[src/rtl/motion_pkg.sv]
// ============================================================================
// motion_pkg
//   Shared types and constants for the motion alarm controller.
//   Revision: 1.0
// ============================================================================
`default_nettype none

package motion_pkg;

   localparam int PIR_W       = 7;
   localparam int NUM_SENSORS = 3;
   localparam int EVT_W       = 8;

   typedef enum logic [1:0] {
      OFF    = 2'd0,
      ARMING = 2'd1,
      ARMED  = 2'd2,
      ALARM  = 2'd3
   } state_t;

   // Event counter sticks at all-ones instead of wrapping.
   function automatic logic [EVT_W-1:0] sat_inc(input logic [EVT_W-1:0] v);
      return (v == {EVT_W{1'b1}}) ? v : v + 1'b1;
   endfunction

endpackage

`default_nettype wire

[src/rtl/pir_debounce.sv]
// ============================================================================
// pir_debounce
//   Strict threshold compare plus saturating hit counter for one PIR sensor.
//   Revision: 1.0
// ============================================================================
`default_nettype none

module pir_debounce
   import motion_pkg::*;
#(
   parameter int THRESHOLD    = 20,
   parameter int DEBOUNCE_CYC = 2
) (
   input  logic             clk,
   input  logic             rst,
   input  logic             en,
   input  logic [PIR_W-1:0] pir,
   output logic             qualified
);

   localparam logic [PIR_W-1:0] c_THR = PIR_W'(THRESHOLD);
   localparam logic [3:0]       c_SAT = 4'(DEBOUNCE_CYC);

   logic [3:0] r_cnt;
   logic       w_hit;

   assign w_hit = (pir > c_THR);

   always_ff @(posedge clk or posedge rst) begin
      if (rst) begin
         r_cnt <= 4'd0;
      end else if (!en || !w_hit) begin
         r_cnt <= 4'd0;
      end else if (r_cnt != c_SAT) begin
         r_cnt <= r_cnt + 4'd1;
      end
   end

   assign qualified = (r_cnt == c_SAT);

endmodule

`default_nettype wire

[src/rtl/motion_alarm_ctrl.sv]
// ============================================================================
// motion_alarm_ctrl
//   Three-sensor PIR alarm FSM (OFF/ARMING/ARMED/ALARM) with zone latch and
//   event counter. Optional alarm auto-clear: MOTION_ALARM_TIMEOUT_EN.
//   Revision: 1.0
// ============================================================================
`default_nettype none

module motion_alarm_ctrl
   import motion_pkg::*;
#(
   parameter int THRESHOLD     = 20,
   parameter int DEBOUNCE_CYC  = 2,
   parameter int ARM_DELAY     = 2,
   parameter int ALARM_TIMEOUT = 50
) (
   input  logic                   clk,
   input  logic                   rst,
   input  logic                   turn,
   input  logic                   stop_alarm,
   input  logic [PIR_W-1:0]       pir_sensor_1,
   input  logic [PIR_W-1:0]       pir_sensor_2,
   input  logic [PIR_W-1:0]       pir_sensor_3,
   output logic                   alarm,
   output logic                   armed,
   output logic [NUM_SENSORS-1:0] zone,
   output logic [EVT_W-1:0]       event_count
);

   localparam logic [7:0] c_ARM_LAST = 8'(ARM_DELAY - 1);

   state_t                 r_state;
   logic                   r_alarm;
   logic                   r_armed;
   logic [NUM_SENSORS-1:0] r_zone;
   logic [EVT_W-1:0]       r_evt;
   logic [7:0]             r_arm_cnt;

   logic [PIR_W-1:0]       w_pir [NUM_SENSORS];
   logic [NUM_SENSORS-1:0] w_qual;
   logic                   w_deb_en;

   assign w_pir[0] = pir_sensor_1;
   assign w_pir[1] = pir_sensor_2;
   assign w_pir[2] = pir_sensor_3;

   // Debouncers only run while the system is watching for motion.
   assign w_deb_en = turn && ((r_state == ARMED) || (r_state == ALARM));

   for (genvar i = 0; i < NUM_SENSORS; i++) begin : g_sensor
      pir_debounce #(
         .THRESHOLD    (THRESHOLD),
         .DEBOUNCE_CYC (DEBOUNCE_CYC)
      ) u_deb (
         .clk       (clk),
         .rst       (rst),
         .en        (w_deb_en),
         .pir       (w_pir[i]),
         .qualified (w_qual[i])
      );
   end

`ifdef MOTION_ALARM_TIMEOUT_EN
   localparam logic [15:0] c_TO_LAST = 16'(ALARM_TIMEOUT - 1);
   logic [15:0] r_to_cnt;
`else
   // ALARM_TIMEOUT only matters when the auto-clear counter is built in.
   logic w_unused_timeout;
   assign w_unused_timeout = |16'(ALARM_TIMEOUT);
`endif

   always_ff @(posedge clk or posedge rst) begin
      if (rst) begin
         r_state   <= OFF;
         r_alarm   <= 1'b0;
         r_armed   <= 1'b0;
         r_zone    <= '0;
         r_evt     <= '0;
         r_arm_cnt <= 8'd0;
`ifdef MOTION_ALARM_TIMEOUT_EN
         r_to_cnt  <= 16'd0;
`endif
      end else if (!turn) begin
         r_state   <= OFF;
         r_alarm   <= 1'b0;
         r_armed   <= 1'b0;
         r_zone    <= '0;
         r_arm_cnt <= 8'd0;
      end else begin
         case (r_state)
            OFF: begin
               r_state   <= ARMING;
               r_arm_cnt <= 8'd0;
            end
            ARMING: begin
               if (r_arm_cnt == c_ARM_LAST) begin
                  r_state   <= ARMED;
                  r_armed   <= 1'b1;
                  r_arm_cnt <= 8'd0;
               end else begin
                  r_arm_cnt <= r_arm_cnt + 8'd1;
               end
            end
            ARMED: begin
               if (|w_qual) begin
                  r_state  <= ALARM;
                  r_armed  <= 1'b0;
                  r_alarm  <= 1'b1;
                  r_zone   <= w_qual;
                  r_evt    <= sat_inc(r_evt);
`ifdef MOTION_ALARM_TIMEOUT_EN
                  r_to_cnt <= 16'd0;
`endif
               end
            end
            ALARM: begin
               if (stop_alarm) begin
                  r_state   <= ARMING;
                  r_alarm   <= 1'b0;
                  r_zone    <= '0;
                  r_arm_cnt <= 8'd0;
`ifdef MOTION_ALARM_TIMEOUT_EN
               end else if (r_to_cnt == c_TO_LAST) begin
                  r_state   <= ARMING;
                  r_alarm   <= 1'b0;
                  r_zone    <= '0;
                  r_arm_cnt <= 8'd0;
               end else begin
                  r_zone    <= r_zone | w_qual;
                  r_to_cnt  <= r_to_cnt + 16'd1;
`else
               end else begin
                  r_zone    <= r_zone | w_qual;
`endif
               end
            end
            default: begin
               r_state <= OFF;
               r_alarm <= 1'b0;
               r_armed <= 1'b0;
            end
         endcase
      end
   end

   assign alarm       = r_alarm;
   assign armed       = r_armed;
   assign zone        = r_zone;
   assign event_count = r_evt;

endmodule

`default_nettype wire
[config.mk]
export PLATFORM = sky130hd
export DESIGN_NAME = motion_alarm_ctrl
export DESIGN_NICKNAME = d
export VERILOG_FILES = /design/src/rtl/motion_pkg.sv /design/src/rtl/pir_debounce.sv /design/src/rtl/motion_alarm_ctrl.sv
export SDC_FILE = /design/constraint.sdc
export NUM_CORES = 1
export LEC_CHECK = 0
export ABC_AREA = 1
export BUFFER_PORTS_ARGS = -buffer_cell sky130_fd_sc_hd__buf_4
export CELL_PAD_IN_SITES_DETAIL_PLACEMENT = 2
export CELL_PAD_IN_SITES_GLOBAL_PLACEMENT = 2
export CORE_AREA = 2 2 113 60
export CTS_BUF_LIST = sky130_fd_sc_hd__clkbuf_8
export DETAILED_ROUTE_END_ITERATION = 16
export DIE_AREA = 0 0 115 62
export PLACE_DENSITY = 0.9
export SLEW_MARGIN = 30
export SYNTH_ARGS = -nofsm -noshare
export SYNTH_HDL_FRONTEND = slang
export SYNTH_SLANG_ARGS = --single-unit
[constraint.sdc]
create_clock -name clk -period 2.4 [get_ports clk]
set_clock_uncertainty 0.15 [all_clocks]
set_input_delay 0.24 -clock clk [delete_from_list [all_inputs] [get_ports clk]]
set_output_delay 0.24 -clock clk [all_outputs]
set_load 0.05 [all_outputs]
=== Word level (Yosys, flattened, before mapping) ===
Cells that the tools add are included.

* Bits in registers: 35
* Bits of input ports: 25
* Output and inout port bits: 13

* Add/subtract/negate cells: 5
* Magnitude comparators: 3
* Equality and inequality tests: 17
* Mux-type cells: 27
* Bitwise gates (word level): 2
* Reduce and logical (&&, ||, !) cells: 20

{| class="wikitable"
|+ Operator list
! kind !! number
|-
| $mux W4 || 6
|-
| $mux W8 || 3
|-
| $pmux W8 S3 || 1
|-
| $gt A7 B5 Y1 const B || 3
|-
| $add A8 B1 Y8 const B || 2
|-
| $add A4 B1 Y4 const B || 3
|-
| $eq A4 B2 Y1 const B || 3
|-
| $ne A4 B2 Y1 const B || 3
|-
| $mux W3 || 3
|-
| $reduce_and A3 Y1 || 3
|-
| $eq A8 B1 Y1 const B || 1
|-
| $eq A8 B8 Y1 const B || 1
|-
| $mux W2 || 4
|-
| $pmux W2 S4 || 1
|-
| $mux W1 || 6
|-
| $ne A3 B1 Y1 const B || 2
|-
| $ne A3 B3 Y1 const B || 2
|-
| $pmux W3 S2 || 1
|-
| $reduce_bool A2 Y1 || 3
|-
| $eq A2 B2 Y1 const B || 2
|-
| $logic_not A1 Y1 || 4
|-
| $logic_or A1 B1 Y1 || 4
|-
| $ne A4 B1 Y1 const B || 1
|-
| $pmux W1 S2 || 2
|-
| 9 further kinds || 10
|}

=== Longest topological paths before layout ===
Gate-level depths: netlist of run 1.

* Depth in word-level cells: 6
* Gate-level depth with buffers: 9
* Depth with buffers taken out: 9

=== Modules after synthesis ===
A second synthesis of run 1 with hierarchy kept.

* Cell total of the unflattened synthesis: 307
* Area total of the unflattened synthesis: 2259.7 um^2

{| class="wikitable"
|+ Modules (own cells, without submodules)
! module !! instances !! cells each !! area each (um^2) !! sequential area each (um^2)
|-
| motion_alarm_ctrl || 1 || 187 || 1403.8 || 575.6
|-
| pir_debounce || 3 || 40 || 285.3 || 100.1
|}

=== Least setup slack after synthesis of run 1 ===
Ideal clock, no wire load.

* Path kind: register to register
* Start: reg r_evt[1] (netlist: event_count[1])
* End: reg r_evt[2] (netlist: event_count[2])
* Data arrival time: 1.585 ns
* Data required time: 2.176 ns
* Path slack: 0.591 ns
* Stages on the path, launching flop included: 9
* Period minus slack after synthesis: 1.809 ns
* Cell sequence: dfrtp_1 > ha_1 > inv_1 > nor2_2 > nand4_1 > nand3_2 > buf_6 > nand2_1 > o21ai_2

* Longest elaborated chain between the ends: 3

{| class="wikitable"
|+ RTL lines
! item !! line !! text
|-
| start: declaration || motion_alarm_ctrl.sv:36 || <nowiki>logic [EVT_W-1:0] r_evt;</nowiki>
|-
| start signal: assignment || motion_alarm_ctrl.sv:110 || <nowiki>r_evt <= sat_inc(r_evt);</nowiki>
|-
| parallel branches: the longest is 3 deep, another holds $add A8 B1 Y8 || -- ||
|}

Several ways; the timed one is not identified.
A chain may end at the register's enable or synchronous reset.

=== Worst setup path in the final report of run 1 ===
* Start: reg r_state[1]
* End: reg g_sensor[1].u_deb.r_cnt[1]

* Longest elaborated chain between the ends: 6

{| class="wikitable"
|+ RTL lines
! item !! line !! text
|-
| start: declaration || motion_alarm_ctrl.sv:32 || <nowiki>state_t r_state;</nowiki>
|-
| start signal: assignment || motion_alarm_ctrl.sv:74 || <nowiki>r_state <= OFF;</nowiki>
|-
| start signal: assignment || motion_alarm_ctrl.sv:84 || <nowiki>r_state <= OFF;</nowiki>
|-
| start signal: assignment || motion_alarm_ctrl.sv:92 || <nowiki>r_state <= ARMING;</nowiki>
|-
| $eq A2 B2 Y1 || motion_alarm_ctrl.sv:48 || <nowiki>assign w_deb_en = turn && ((r_state == ARMED) || (r_state == ALARM));</nowiki>
|-
| $logic_or A1 B1 Y1 (*) || motion_alarm_ctrl.sv:48 ||
|-
| $logic_and A1 B1 Y1 (*) || motion_alarm_ctrl.sv:48 ||
|-
| $logic_not A1 Y1 (*) || pir_debounce.sv:32 || <nowiki>end else if (!en || !w_hit) begin</nowiki>
|-
| $logic_or A1 B1 Y1 (*) || pir_debounce.sv:32 ||
|-
| $mux W4 or $reduce_bool A2 Y1 (tied branches) || -- ||
|-
| end signal: assignment || pir_debounce.sv:35 || <nowiki>r_cnt <= r_cnt + 4'd1;</nowiki>
|-
| end: declaration || pir_debounce.sv:24 || <nowiki>logic [3:0] r_cnt;</nowiki>
|}

Every way passes the cells marked *; elsewhere a longest branch is shown, timed or not.

==> parameters.txt, run 1 <==
Parameter                              Value

Critical path
  Worst r2r src ... r_state[1]
  Depth of the most critical reg-to-reg path ... 5
  Data required, critical path ... 2.47 ns
  Register-to-register setup slack ... 0.37 ns
  Sort of element at the end of the critical path ... flop
  Beginning of the critical path ... r_state[1]
  Worst Path Arrival ... 2.10 ns
  Kind of launch point of the worst setup path ... flop
  Critical path class ... flop to flop
  End of the worst register-to-register path ... g_sensor[1].u_deb.r_cnt[1]
  Maximum fanout along the worst path ... 8

Finish
  Antenna diodes ... 0
  Most used cells in the layout excluding fill and tap cells ... sky130_fd_sc_hd__nand2_1 (75), sky130_fd_sc_hd__inv_1 (40), sky130_fd_sc_hd__buf_4 (38)
  Post-Layout Inst Area ... 2630 µm²
  Number of nets in the final layout ... 362
  Share of layout cells above drive strength 1 ... 19.7%
  Area added between synthesis and finish ... 20.8%
  Commonest non-fill, non-tap cell in the layout ... sky130_fd_sc_hd__nand2_1

Placement
  Sum of net half-perimeters after detailed placement ... 4890 µm
  Count of buffers from port buffering ... 37
  Cell area after placement ... 2530 µm²
  Routability-driven placement congestion ratio ... 0.783

Drt
  Wirelength, routed ... 6320 µm
  Average wire length per cell after detail routing ... 15.6 µm
  Length of the first detailed-routing pass in iterations ... 4
  Per-cell via count in the routed design ... 4.83
  Total vias in the final route ... 1,955
  Post-detailed-route count of antenna-violating nets ... 0
  Iteration-0 DRC count of the detailed router ... 42
  DRC violations left ... 0

Timing
  Transition time of the tightest slew-check pin ... 0.493 ns
  Unrepaired setup endpoints after global routing ... false
  Maximum operating frequency ... 0.492 GHz
  Final setup viols ... 0
  Setup TNS ... 0 ns
  Final worst-path cycle share ... 84.7%
  Count of final hold-check violations ... 0
  Clock period minus worst slack ... 2.03 ns
  Slew Limit Fails ... 0
  Max-slew headroom at the worst pin ... 66.8%

Run status
  Run status ... finished clean

Global routing
  Wire length of the first global-routing pass ... 10,600 µm
  Vias in the first global route ... 2,071
  Antenna violations before repair ... 0
  GRT Total Usage ... 19.9%
  Global route total overflow ... 0
  Maximum number of pins on one net before global-route repair ... 36

Floorplan
  Die Outline Area ... 7130 µm²
  Die Span Y ... 62 µm
  Starting Density ... 34.5%
  Core box area ... 6310 µm²
  Horizontal extent of the die ... 115 µm
  Number of placement rows ... 21
  Count of boundary I/O pins ... 38

CTS
  Sink count of the clock tree ... 35
  Post-CTS repair timing setup buffer count ... 0
  Deepest clock path buffer count ... 2
  Insertion delay of the later-clocked pin in the worst-skew pair ... 0.30 ns
  H-tree levels ... 2
  Clock Root Buffer ... sky130_fd_sc_hd__clkbuf_8
  CTS buffer count ... 5
  CTS tree ... done
  Clock-pin slew on the worst setup and hold paths ... 0.07 ns

Flow run
  Maximum capacitance violations ... 0

Synth
  Share of the yosys chip area belonging to registers ... 40.2%
  Count of distinct cell types in the synthesized netlist ... 28
  Cell area after technology mapping ... 2180 µm²
  Mapped Cells ... 281
  Cells taking the most area after synthesis ... sky130_fd_sc_hd__dfrtp_1 (40%), sky130_fd_sc_hd__nand2_1 (13%), sky130_fd_sc_hd__ha_1 (7.5%), sky130_fd_sc_hd__inv_1 (6.7%), sky130_fd_sc_hd__nor2_1 (5.5%)
  Yosys warnings ... 0
  Yosys top cell area share ... 40.2%
  Post-synthesis cell type with the largest combined area ... sky130_fd_sc_hd__dfrtp_1
  Number of synthesized register bits ... 35
  Syn nets ... 319
  Average cell area after synthesis ... 7.75 µm²

Pwr
  PwrDens ... 674 nW/µm²
  Highest ir drop seen on vdd ... 0.267 mV
  Leakage ... 1.39 nW

Hold path
  Min-delay worst type ... primary input to flop
  Worst Hold Endpoint ... r_arm_cnt[4]
  Number of stages on the worst hold path ... 3
  HP Start ... turn
## stage by stage
step                      std cells  total power, mW  hold WS (ns)  setup WS, ns  utilization (%)
after CTS                       405             1.81         0.115         0.362             41.7
after floorplan                 281             1.14         0.244         0.591                -
final                           405             1.77         0.124         0.366             41.7
after global placement          396             1.31         0.238         0.465             40.2
after detailed placement        396             1.35         0.246         0.381             40.2
after global routing            405             1.92         0.139         0.176             41.7
## per-layer routing
metal / global-route usage (%) / vias to the layer above / share of wire, %
met1: 28.7 / 954 / 53
li1: - / 960 / -
met2: 30.2 / 33 / 42
met3: 5.04 / 8 / 3.6
met5: 0 / - / 0
met4: 5.16 / 0 / 1.1
## flip-flops by register name (all words and copies together) (netlist names)
signal                cells
event_count               8
g_sensor.u_deb.r_cnt     12
alarm                     1
r_arm_cnt                 8
armed                     1
zone                      3
r_state                   2
## critical path, cell delays in order, from the launching register on
cell,delay (ns)
sky130_fd_sc_hd__dfrtp_1,0.43
sky130_fd_sc_hd__ha_1,0.37
sky130_fd_sc_hd__inv_1,0.15
sky130_fd_sc_hd__a21oi_1,0.38
sky130_fd_sc_hd__o21ai_0,0.31
sky130_fd_sc_hd__nor2_1,0.17
## worst max path at each step
stage	slack, ns	endpoint	cells past startpoint
CTS	0.36	g_sensor[1].u_deb.r_cnt[1]	5
floorplan	0.59	event_count[2]	8
global placement	0.47	g_sensor[1].u_deb.r_cnt[1]	5
global route	0.18	g_sensor[1].u_deb.r_cnt[1]	5
detailed placement	0.38	g_sensor[1].u_deb.r_cnt[1]	5
finish	0.37	g_sensor[1].u_deb.r_cnt[1]	5
## report_power, final
part	total (mW)	leakage, nW	internal, mW	switching, mW
clock network	0.435	0.0453	0.199	0.236
logic	0.631	0.862	0.205	0.426
registers	0.706	0.480	0.646	0.0595
total	1.77	1.39	1.05	0.722
## cell usage after synthesis (all sizes together)
cell type  instances
or2                4
xor2              13
dfrtp             35
nor2              34
buf                3
nand2             79
xnor2              4
nand4              6
a21boi             3
o31ai              1
o21ai             19
nand3             22
nor3               1
a31o               1
ha                13
inv               41
a21oi              2
## cells by family (layout without fill, tap and decap cells)
family	Yosys count	in the layout	synth area share, %
buffers and inverters	44	88	8.56
XOR/XNOR	17	17	6.84
adder cells (fa/ha/maj)	13	13	7.47
AO/OA/AOI/OAI	26	26	7.13
AND/OR/NAND/NOR	146	146	29.8
flip-flops	35	35	40.2
## timing repair
action                    CTS  global route
gates resized for setup     0             0
hold endpoints to repair   35             0
hold buffers                1             0
## cell type report
class,count,area (µm²)
Clock buffer,5,68.8
Clock inverter,3,16.3
Fill cell,743,3680
Inverter,41,159
Multi-Input combinational cell,202,1110
Sequential cell,35,876
Tap cell,80,100
Timing Repair Buffer,39,295
Note: power is estimated with default switching activity, not from simulation.
==> run 2, diff against run 1 <==
CORE_AREA = 2 2 118 63   (was 2 2 113 60)
DIE_AREA = 0 0 120 65   (was 0 0 115 62)
PLACE_DENSITY = 0.83   (was 0.9)
clock period = 1.9 ns   (was 2.4 ns; I/O delays follow)
==> parameters.txt, run 2 (synthesized netlist as in run 1, its figures left out) <==
Parameter                              Value

Pwr
  Highest ir drop seen on vdd ... 0.384 mV (+44%)
  Reported net switching power ... 970 µW (+34%)
  Switching portion of total power ... 40.3% (-0.43 points)
  Internal power consumption ... 1.44 mW (+37%)
  Part of the total power dissipated in sequential elements ... 37.4% (-2.4 points)
  Leakage ... 1.42 nW (+2.5%)
  PwrDens ... 873 nW/µm² (+30%)
  Relative contribution of the clock network to total power ... 26.5% (+1.9 points)
  Combinational group share of total power ... 36.1% (+0.5 points)

Drt
  Length of the first detailed-routing pass in iterations ... 4 (unchanged)
  Iteration-0 DRC count of the detailed router ... 55 (+31%)
  DRC violations left ... 0 (unchanged)
  Average wire length per cell after detail routing ... 16.9 µm (+8.3%)
  Total vias in the final route ... 2,006 (+2.6%)
  Post-detailed-route count of antenna-violating nets ... 0 (unchanged)
  Wirelength, routed ... 7230 µm (+14%)
  Per-cell via count in the routed design ... 4.69 (-2.9%)

Critical path
  Highest-delay cell along the critical path ... sky130_fd_sc_hd__dfrtp_1
  Depth of the most critical reg-to-reg path ... 6 (+1)
  Sum of buffers and inverters on the critical path ... 2 (+1)
  Cell family contributing the most delay on the critical path ... compound AO/OA/AOI/OAI gates
  Logic depth of the worst setup path including buffers ... 6 (+1)
  Critical path class ... flop to flop
  Slowest cell delay on critical path ... 0.43 ns (about the same)
  Data required, critical path ... 1.98 ns (-0.49 ns)
  Maximum fanout along the worst path ... 4 (-4)
  Register-to-register setup slack ... 0.14 ns (-0.23 ns)
  End of the worst register-to-register path ... g_sensor[0].u_deb.r_cnt[2]
  Sort of element at the end of the critical path ... flop
  Series of cell instances along the critical path ... inv_1 -> ha_1 -> inv_1 -> a21oi_2 -> o21ai_1 -> nor2_1
  Kind of launch point of the worst setup path ... flop
  Worst Path Arrival ... 1.85 ns (-0.25 ns)
  Worst r2r src ... r_state[0]
  Most numerous cell on the critical path ... sky130_fd_sc_hd__inv_1

Finish
  Post-Layout Inst Area ... 2760 µm² (+4.8%)
  Number of nets in the final layout ... 369 (+1.9%)
  Most flop-heavy register ... g_sensor.u_deb.r_cnt
  Max FFs per register ... 12 (unchanged)
  Area added between synthesis and finish ... 26.6%
  Commonest non-fill, non-tap cell in the layout ... sky130_fd_sc_hd__nand2_1
  Share of layout cells above drive strength 1 ... 24.1% (+4.4 points)
  Most used cells in the layout excluding fill and tap cells ... sky130_fd_sc_hd__nand2_1 (73), sky130_fd_sc_hd__buf_4 (45), sky130_fd_sc_hd__inv_1 (39)
  Antenna diodes ... 0 (unchanged)

CTS
  CTS buffer count ... 5 (unchanged)
  Insertion delay of the later-clocked pin in the worst-skew pair ... 0.31 ns (about the same)
  Clock-pin slew on the worst setup and hold paths ... 0.08 ns (about the same)
  CTS tree ... done
  Sink count of the clock tree ... 35 (unchanged)
  Clock Root Buffer ... sky130_fd_sc_hd__clkbuf_8
  Deepest clock path buffer count ... 2 (unchanged)
  H-tree levels ... 2 (unchanged)

Floorplan
  Die Span Y ... 65 µm (+4.8%)
  Die Outline Area ... 7800 µm² (+9.4%)
  Core box area ... 6910 µm² (+9.6%)
  Starting Density ... 31.5% (-3.0 points)
  Horizontal extent of the die ... 120 µm (+4.3%)
  Number of placement rows ... 22 (+4.8%)
  Count of boundary I/O pins ... 38 (unchanged)

Hold path
  Min-delay worst type ... primary input to flop
  Number of stages on the worst hold path ... 3 (unchanged)
  HP Start ... turn
  Worst Hold Endpoint ... r_arm_cnt[4]

Timing
  Maximum operating frequency ... 0.568 GHz (+15%)
  Final worst-path cycle share ... 92.7% (+8.0 points)
  Transition time of the tightest slew-check pin ... 0.501 ns (+0.00806 ns)
  Count of final hold-check violations ... 0 (unchanged)
  Setup TNS ... 0 ns (unchanged)
  Max-slew headroom at the worst pin ... 66.6% (-0.19 points)
  Final setup viols ... 0 (unchanged)
  Slew Limit Fails ... 0 (unchanged)
  Unrepaired setup endpoints after global routing ... false
  Clock period minus worst slack ... 1.76 ns (-0.272 ns)

Placement
  Cell area after placement ... 2580 µm² (+1.7%)
  Routability-driven placement congestion ratio ... 0.763 (-2.6%)
  Sum of net half-perimeters after detailed placement ... 5510 µm (+13%)
  Count of buffers from port buffering ... 37 (unchanged)

Global routing
  Global route total overflow ... 0 (unchanged)
  Vias in the first global route ... 2,284 (+10%)
  Antenna violations before repair ... 0 (unchanged)
  GRT Total Usage ... 20.3% (+0.42 points)
  Wire length of the first global-routing pass ... 12,000 µm (+13%)
  Maximum number of pins on one net before global-route repair ... 36 (unchanged)

Flow run
  Maximum capacitance violations ... 0 (unchanged)

Run status
  Run status ... finished clean
==> run 2: cell types whose count changed in the layout (fill, tap and decap cells not counted), moves of 3 or more <==
cell	before	now
sky130_fd_sc_hd__o21ai_0	14	11
sky130_fd_sc_hd__ha_2	0	3
sky130_fd_sc_hd__buf_4	38	45
sky130_fd_sc_hd__ha_1	13	10
==> run 2: layer usage <==
metal	up-vias	global-route usage [%]	share of wire, %
li1	975	-	-
met1	1004	26.0	49
met2	19	35.2	47
met3	8	4.67	2.7
met4	0	4.41	0.84
met5	-	0	0
==> run 2: repair_timing <==
item / 4_1_cts / 5_1_grt
setup buffers: 0 / 4
hold buffers: 1 / 0
hold endpoints to repair: 35 / 0
resized for setup: 2 / 12
setup endpoints to repair: 13 / 27
pin swaps: 0 / 1
==> run 2: final cells by class <==
class                   instances  area (µm²)
multi-input cells             202        1150
clock buffers                   7        96.3
fillers                       815        4150
clock inverters                 1        3.75
inverters                      41         159
flip-flops and latches         35         877
well taps                      96         120
repair buffers                 46         348
==> run 2: through the flow <==
stage          utilization, %  hold slack, ns  power (mW)  instances  setup WS, ns
2_1_floorplan               -           0.194        1.44        281        0.0911
3_3_place_gp             37.3           0.184        1.68        415        0.0914
3_5_place_dp             37.3           0.197        1.74        415       -0.0501
4_1_cts                  39.1          0.0566        2.41        424        0.0403
5_1_grt                  39.9           0.100        2.56        428        0.0156
6_report                 39.9          0.0562        2.41        428         0.138
==> run 2: how the worst max path moves through the flow <==
| stage | start | end | slack (ns) |
|---|---|---|---|
| global placement | r_state[0] | g_sensor[1].u_deb.r_cnt[3] | 0.09 |
| floorplan | event_count[1] | event_count[2] | 0.09 |
| detailed placement | r_state[0] | g_sensor[1].u_deb.r_cnt[3] | -0.05 |
| global route | g_sensor[2].u_deb.r_cnt[0] | event_count[1] | 0.02 |
| CTS | g_sensor[1].u_deb.r_cnt[0] | zone[2] | 0.04 |
| finish | r_state[0] | g_sensor[0].u_deb.r_cnt[2] | 0.14 |
==> run 2: worst register-to-register path, stage by stage (launching register included) <==
cell and delay, ns:
sky130_fd_sc_hd__dfrtp_1 0.43, sky130_fd_sc_hd__inv_1 0.14, sky130_fd_sc_hd__ha_1 0.24, sky130_fd_sc_hd__inv_1 0.12, sky130_fd_sc_hd__a21oi_2 0.27, sky130_fd_sc_hd__o21ai_1 0.21
sky130_fd_sc_hd__nor2_1 0.13
==> run 2: power by group through the flow <==
stage | clock [mW] | combinational (mW) | sequential, mW
3_5_place_dp | 0 | 0.832 | 0.912
3_3_place_gp | 0 | 0.786 | 0.895
4_1_cts | 0.643 | 0.863 | 0.899
5_1_grt | 0.675 | 0.975 | 0.913
2_1_floorplan | 0 | 0.453 | 0.988
6_report | 0.638 | 0.868 | 0.899
